===== src/rtl/dp_ram_b_arbiter_pkg.sv =====
// Shared types and helpers for the port-B arbiter/scrubber of the dual-port data RAM.
package dp_ram_b_arbiter_pkg;

  typedef enum logic {SCRUB = 1'b0, RUN = 1'b1} state_e;

  typedef struct packed {
    logic valid;
    logic id;
    logic was_write;
  } resp_t;

  localparam int DEF_RAM_DEPTH = 131072;
  localparam int WORDS         = DEF_RAM_DEPTH / 4;

  // Number of bits needed to represent value.
  function automatic int clogb2(input int value);
    int r;
    r = 0;
    for (int v = value; v > 0; v = v >> 1) r++;
    return r;
  endfunction

endpackage


===== src/rtl/dp_ram_b_arbiter_rr_arb2.sv =====
// Two-way round-robin arbiter; last_q remembers the most recently granted index.
module rr_arb2 (
  input  logic       clk_i,
  input  logic       rst_i,
  input  logic       en_i,
  input  logic [1:0] req_i,
  output logic [1:0] gnt_o
);

  logic last_q;

  always_comb begin
    gnt_o = 2'b00;
    if (en_i) begin
      case (req_i)
        2'b01:   gnt_o = 2'b01;
        2'b10:   gnt_o = 2'b10;
        2'b11:   gnt_o = last_q ? 2'b01 : 2'b10;
        default: gnt_o = 2'b00;
      endcase
    end
  end

  always_ff @(posedge clk_i or posedge rst_i) begin
    if (rst_i)      last_q <= 1'b1;
    else if (|gnt_o) last_q <= gnt_o[1];
  end

endmodule


===== src/rtl/dp_ram_b_arbiter.sv =====
// Port-B controller: round-robin share between core (m0) and debug/loader (m1),
// plus a zero-fill scrub sequencer run after reset or on request.
module dp_ram_b_arbiter
  import dp_ram_b_arbiter_pkg::*;
#(
  parameter int RAM_DEPTH      = DEF_RAM_DEPTH,
  parameter int AW             = clogb2(RAM_DEPTH - 1),
  parameter bit SCRUB_ON_RESET = 1'b1
) (
  input  logic          clk_i,
  input  logic          rst_i,
  input  logic          scrub_req_i,
  output logic          ready_o,
  input  logic          m0_req_i,
  output logic          m0_gnt_o,
  input  logic [AW-1:0] m0_addr_i,
  input  logic          m0_we_i,
  input  logic [3:0]    m0_be_i,
  input  logic [31:0]   m0_wdata_i,
  output logic          m0_rvalid_o,
  output logic [31:0]   m0_rdata_o,
  input  logic          m1_req_i,
  output logic          m1_gnt_o,
  input  logic [AW-1:0] m1_addr_i,
  input  logic          m1_we_i,
  input  logic [3:0]    m1_be_i,
  input  logic [31:0]   m1_wdata_i,
  output logic          m1_rvalid_o,
  output logic [31:0]   m1_rdata_o,
  output logic          ram_en_o,
  output logic [3:0]    ram_we_o,
  output logic [AW-1:0] ram_addr_o,
  output logic [31:0]   ram_wdata_o,
  input  logic [31:0]   ram_rdata_i
);

  localparam int            SCRUB_WORDS = RAM_DEPTH / 4;
  localparam logic [AW-3:0] LAST_WORD   = (AW-2)'(SCRUB_WORDS - 1);
  localparam logic [AW-3:0] CNT_ONE     = (AW-2)'(1);
  localparam logic [AW-1:0] ADDR_MASK   = ~(AW'(3));
  localparam state_e        RST_STATE   = SCRUB_ON_RESET ? SCRUB : RUN;

  state_e        state_q, state_d;
  logic [AW-3:0] scrub_cnt_q, scrub_cnt_d;
  resp_t         resp_q, resp_d;
  logic [1:0]    gnt;
  logic          arb_en;

  // No grant in the cycle a scrub request is sampled.
  assign arb_en = (state_q == RUN) && !scrub_req_i;

  rr_arb2 u_arb (
    .clk_i (clk_i),
    .rst_i (rst_i),
    .en_i  (arb_en),
    .req_i ({m1_req_i, m0_req_i}),
    .gnt_o (gnt)
  );

  assign m0_gnt_o = gnt[0];
  assign m1_gnt_o = gnt[1];
  assign ready_o  = (state_q == RUN);

  always_comb begin
    state_d     = state_q;
    scrub_cnt_d = scrub_cnt_q;
    ram_en_o    = 1'b0;
    ram_we_o    = 4'h0;
    ram_addr_o  = '0;
    ram_wdata_o = '0;
    case (state_q)
      SCRUB: begin
        ram_en_o   = 1'b1;
        ram_we_o   = 4'hF;
        ram_addr_o = {scrub_cnt_q, 2'b00};
        if (scrub_cnt_q == LAST_WORD) begin
          state_d     = RUN;
          scrub_cnt_d = '0;
        end else begin
          scrub_cnt_d = scrub_cnt_q + CNT_ONE;
        end
      end
      RUN: begin
        if (scrub_req_i) state_d = SCRUB;
        if (gnt[0]) begin
          ram_en_o    = 1'b1;
          ram_we_o    = m0_we_i ? m0_be_i : 4'h0;
          ram_addr_o  = m0_addr_i & ADDR_MASK;
          ram_wdata_o = m0_wdata_i;
        end else if (gnt[1]) begin
          ram_en_o    = 1'b1;
          ram_we_o    = m1_we_i ? m1_be_i : 4'h0;
          ram_addr_o  = m1_addr_i & ADDR_MASK;
          ram_wdata_o = m1_wdata_i;
        end
      end
      default: state_d = RST_STATE;
    endcase
  end

  always_comb begin
    resp_d.valid     = |gnt;
    resp_d.id        = gnt[1];
    resp_d.was_write = gnt[1] ? m1_we_i : m0_we_i;
  end

  always_ff @(posedge clk_i or posedge rst_i) begin
    if (rst_i) begin
      state_q     <= RST_STATE;
      scrub_cnt_q <= '0;
      resp_q      <= '0;
    end else begin
      state_q     <= state_d;
      scrub_cnt_q <= scrub_cnt_d;
      resp_q      <= resp_d;
    end
  end

  // Read data is forwarded straight from the RAM; writes answer with zero.
  assign m0_rvalid_o = resp_q.valid && !resp_q.id;
  assign m1_rvalid_o = resp_q.valid &&  resp_q.id;
  assign m0_rdata_o  = (m0_rvalid_o && !resp_q.was_write) ? ram_rdata_i : 32'h0;
  assign m1_rdata_o  = (m1_rvalid_o && !resp_q.was_write) ? ram_rdata_i : 32'h0;

endmodule

===== config.mk =====
export PLATFORM = sky130hd
export DESIGN_NAME = dp_ram_b_arbiter
export DESIGN_NICKNAME = d
export VERILOG_FILES = /design/src/rtl/dp_ram_b_arbiter_pkg.sv /design/src/rtl/dp_ram_b_arbiter_rr_arb2.sv /design/src/rtl/dp_ram_b_arbiter.sv
export SDC_FILE = /design/constraint.sdc
export NUM_CORES = 1
export LEC_CHECK = 0
export CAP_MARGIN = 20
export CORE_AREA = 2 2 104 106
export CTS_BUF_LIST = sky130_fd_sc_hd__clkbuf_4
export CTS_CLUSTER_SIZE = 25
export DETAILED_ROUTE_END_ITERATION = 6
export DIE_AREA = 0 0 106 108
export PLACE_DENSITY = 0.67
export SLEW_MARGIN = 15
export SYNTH_ARGS = -nofsm -noshare
export SYNTH_HDL_FRONTEND = slang
export SYNTH_SLANG_ARGS = --single-unit

===== constraint.sdc =====
create_clock -name clk_i -period 1.9 [get_ports clk_i]
set_input_delay 0.38 -clock clk_i [delete_from_list [all_inputs] [get_ports clk_i]]
set_output_delay 0.38 -clock clk_i [all_outputs]
set_load 0.02 [all_outputs]

* Yosys cells after proc, flatten, opt, wreduce, memory -nomap -nowiden
Index checks and enable logic that the tools add are counted.
Storage, ports and cells: register bits after elaboration 20, bits of input ports 145, output and inout bits 123, word-level logic and storage cells 45
Operators by class: add/subtract/negate cells 1, equality and inequality tests 4, mux-type cells 24, bitwise gates (word level) 1, reduce and logical (&&, ||, !) cells 9
Operators by type and width (number):
- $mux W32 | 5
- $mux W17 | 2
- $pmux W17 S2 | 1
- $mux W4 | 4
- $add A15 B1 Y15 const B | 1
- $eq A15 B15 Y1 const B | 1
- $mux W15 | 1
- $pmux W4 S2 | 1
- $pmux W2 S3 | 1
- $logic_and A1 B1 Y1 | 5
- $mux W1 | 5
- $eq A2 B2 Y1 const B | 2
- $mux W2 | 2
- $pmux W1 S2 | 2
- $logic_not A1 Y1 | 3
- $eq A2 B1 Y1 const B | 1
- $reduce_or A2 Y1 | 1
- $not A1 Y1 | 1

* Logic depth before layout (Yosys ltp)
depth in word-level cells 6, depth in mapped cells 6, depth with buffers taken out 5

* Modules after synthesis
Synthesis repeated with hierarchy kept, for this count alone.
Unflattened totals: cells, all modules 310, area total of the unflattened synthesis 2274.7 um^2
Modules (own cells, without submodules):
- dp_ram_b_arbiter | instances 1, cells each 301, area each 2208.4 um^2, seq. area each 475.5 um^2
- rr_arb2 | instances 1, cells each 9, area each 66.3 um^2, seq. area each 26.3 um^2

* Least setup slack after synthesis
Ideal clock, no wire load.
path kind register -> output, start reg state_q (netlist: ready_o), end out ram_we_o[0], data arrival time 1.558 ns, required time 1.520 ns, slack -0.038 ns, stages on the path, launching flop included 7, path buffers 2, cell sequence dfrtp_1 -> buf_2 -> nand3b_1 -> a21oi_2 -> buf_2 -> nand3_1 -> nand3_1
Between the ends: elaborated cells on any way between the ends 6, those cells by class mux: 4; bitwise: 1; reduce/logical: 1
RTL lines:
- start, declared | line dp_ram_b_arbiter.sv:43 | state_e state_q, state_d;
- start signal, assigned | line dp_ram_b_arbiter.sv:113 | state_q <= state_d;
- $logic_and A1 B1 Y1 | line dp_ram_b_arbiter.sv:50 | assign arb_en = (state_q == RUN) && !scrub_req_i;
- $mux W2 | line dp_ram_b_arbiter_rr_arb2.sv:14 | if (en_i) begin
- named net m0_gnt_o | line dp_ram_b_arbiter.sv:15 | output logic m0_gnt_o,
- $mux W4 | line dp_ram_b_arbiter.sv:85 | if (gnt[0]) begin
- $pmux W4 S2 | line dp_ram_b_arbiter.sv:71 | case (state_q)
- end, declared | line dp_ram_b_arbiter.sv:31 | output logic [3:0] ram_we_o,
The timed path passes the listed nets, and every way through them passes these cells.

* Final worst setup path
start reg u_arb.last_q, end out ram_wdata_o[29]
Between the ends: word-level cells in the longest chain between the ends 6
RTL lines:
- start, declared | line dp_ram_b_arbiter_rr_arb2.sv:10 | logic last_q;
- start signal, assigned | line dp_ram_b_arbiter_rr_arb2.sv:26 | else if (|gnt_o) last_q <= gnt_o[1];
- $mux W2 (*) | line dp_ram_b_arbiter_rr_arb2.sv:18 | 2'b11: gnt_o = last_q ? 2'b01 : 2'b10;
- $pmux W2 S3 (*) | line dp_ram_b_arbiter_rr_arb2.sv:15 | case (req_i)
- $mux W2 (*) | line dp_ram_b_arbiter_rr_arb2.sv:14
- $mux W32 | line dp_ram_b_arbiter.sv:90 | end else if (gnt[1]) begin
- $mux W32 (*) | line dp_ram_b_arbiter.sv:85
- $mux W32 (*) | line dp_ram_b_arbiter.sv:71
- end, declared | line dp_ram_b_arbiter.sv:33 | output logic [31:0] ram_wdata_o,
Mark *: on every way between the ends. The rest lies on a longest branch, timed or not.

==> flow_metrics.tcl <==
set metrics [dict create \
    status "complete, but fails checks" \
    violations "setup timing" \
    worstSetupStartpoint "u_arb.last_q" \
    fin_crit_ps 2160 \
    hold_class "primary input to asynchronous set/reset pin" \
    ys.flop_type "dfrtp_1" \
    synth_most_common_cell "and2_1" \
    core_um2 10200 \
    tns_ps -10300 \
    grt_use_met2 0.380 \
    setup_viol 53 \
    num_rows 37 \
    yosysWarnings 0 \
    start_util 0.203 \
    switchingPower_w 0.000215 \
    ff2ff_path_depth 7 \
    seq_area_frac_synth 0.241 \
    top_usage_layer "met2" \
    required_ps 1520 \
    io_buffers 261 \
    finalClockSkew_ps 10.2 \
    grt_pass1_vias 3212 \
    fin_ws_ps -258 \
    h-tree-depth 1 \
    hold_buffers 0 \
    grt_max_degree 23 \
    cts_tree "yes" \
    layout-drive-gt1-share 0.443 \
    period_share 1.14 \
    routed_wl_um 12300 \
    total_power_w 0.000973 \
    synthCells 268 \
    critical_path_arrival_ps 1780 \
    netlist_top_cells_count "and2_1, a22o_1, dfrtp_1, nand3_1, inv_1" \
    cts-root-buf "clkbuf_4" \
    startpoint_type "flop" \
    synthTopCellsByArea "dfrtp_1, and2_1, a22o_1" \
    placed_cells_incl_taps 664 \
    max_freq_mhz 463 \
    cts.sinks 20 \
    fin_util 0.539 \
    synth_edf_count 0 \
    drt_pass1_iterations 4 \
    use_met1 0.247 \
    cap_violations 0 \
    ys_ff_latch 20 \
    fin_cells 684 \
    dp_hpwl_um 9450 \
    switching_share 0.221 \
    clkTransAtPathRegs_ps 120 \
    synth_top_cell_area_share 0.229 \
    grt_overflow_total 0 \
    use_met3 0.0344 \
    dieArea_um2 11400 \
    vias_per_cell 4.61 \
    p_seq_frac 0.439 \
    ys_types 44 \
    synth_area_um2 2080 \
    vias 3156 \
    grt_setup_unrepaired "true" \
    rrSetupSlack_ps 130 \
    syn_avg_cell_area_um2 7.76 \
    gp_congestion 0.804 \
    pwr-share-comb 0.343 \
    die_w_um 106 \
    async_flop_share 1.00 \
    r2r_start "ready_o" \
    hold_viol 0 \
    ir_drop_mv 0.168 \
    grtUsageTotal 0.202 \
    grt_pass1_wl_um 18100 \
    antenna_found_initial 0 \
    power.internal_w 0.000758 \
    crit_type "flop to primary output" \
    end_kind "primary output" \
    yosysTopAreaCell "dfrtp_1" \
    syn2layout_area_growth_pct 165 \
    avgRoutedWirePerCell_um 17.9 \
    insertion_delay_ps 310 \
    leakage_nw 2.44 \
    p_per_area_nw_per_um2 177 \
    cts_buffer_depth 2 \
    cp_max_fo 15 \
    numCtsBuffers 3 \
    p_clk_frac 0.217 \
    drc 0 \
    slew_viol_final 0 \
    chipHeight_um 108 \
    finalNetCount 695 \
    pin_count 268 \
    first_iter_violations 137 \
    ant_nets 0 \
    antenna_cells 0 \
]
## critical path, cell delays in order (launching register included)
cell and delay [ps]:
dfstp_2 570, nand2_2 50, and3_4 190, bufbuf_16 280, a22o_1 220, buf_6 140
## cell type report
class                           count  area [um2]
Clock buffer                        3        22.5
Clock inverter                      1        3.75
Fill cell                         970        4720
Inverter                           17        63.8
Multi-Input combinational cell    208        1730
Sequential cell                    20         502
Tap cell                          136         170
Timing Repair Buffer              299        3020
## worst paths after layout
kind | to
setup / recovery | ram_wdata_o[29]
hold / removal | scrub_cnt_q[9]
setup reg to reg | scrub_cnt_q[10]
hold reg to reg | scrub_cnt_q[14]
max in group asynchronous | u_arb.last_q
min in group clk_i | scrub_cnt_q[14]
## cell families after synthesis
group / after synthesis / synth area share
xor gates and xnor gates: 10 / 0.0421
AOI/OAI and AO/OA: 77 / 0.282
and+or+nand+nor: 117 / 0.335
DFF: 20 / 0.241
other: 1 / 0.00180
buffers and inverters: 41 / 0.0860
adders and majority gates: 1 / 0.00602
muxes: 1 / 0.00541
## state kept, by name, indices dropped and copies added (netlist names)
signal        flops
u_arb.last_q      1
ready_o           1
resp_q            3
scrub_cnt_q      15
## power by group through the flow
| stage | clock network [W] | registers (W) | logic (W) |
|---|---|---|---|
| detailed placement | 0 | 0.000435 | 0.000320 |
| CTS | 0.000222 | 0.000428 | 0.000328 |
| global placement | 0 | 0.000435 | 0.000316 |
| floorplan | 0 | 0.000435 | 0.0000173 |
| finish | 0.000211 | 0.000428 | 0.000334 |
| global route | 0.000239 | 0.000428 | 0.000353 |
## cell usage in the layout, fill, tap and decap left out, types with 7 or more instances in the layout
| master | count |
|---|---|
| a22o_1 | 31 |
| a22oi_2 | 13 |
| and2_1 | 34 |
| and2_4 | 32 |
| buf_12 | 10 |
| buf_2 | 35 |
| buf_4 | 26 |
| buf_6 | 77 |
| clkdlybuf4s50_1 | 137 |
| dfrtp_1 | 19 |
| inv_1 | 16 |
| nand3_1 | 7 |
| nand3_2 | 8 |
| o21ai_2 | 12 |
| xnor2_1 | 9 |
## stage by stage
stage	cell area, um2	worst slack, ps	hold slack, ps
2_1_floorplan	2130	25.3	343
3_3_place_gp	5060	-765	492
3_5_place_dp	5060	-765	491
4_1_cts	5260	-301	384
5_1_grt	5510	-319	434
6_report	5510	-258	380
## per-layer routing
| layer | part of all wire | vias to the layer above |
|---|---|---|
| met4 | 0.0081 | 0 |
| met2 | 0.53 | 133 |
| li1 | - | 1508 |
| met3 | 0.060 | 8 |
| met1 | 0.40 | 1507 |
| met5 | 0 | - |
## what timing repair did
| item | 4_1_cts | 5_1_grt |
|---|---|---|
| resized for setup | 630 | 81 |
| setup buffers | 13 | 3 |
| endpoints found under the setup margin | 120 | 88 |
| pin swaps | 13 | 33 |
| cloned | 5 | 0 |
(Power assumes the default switching activity.)
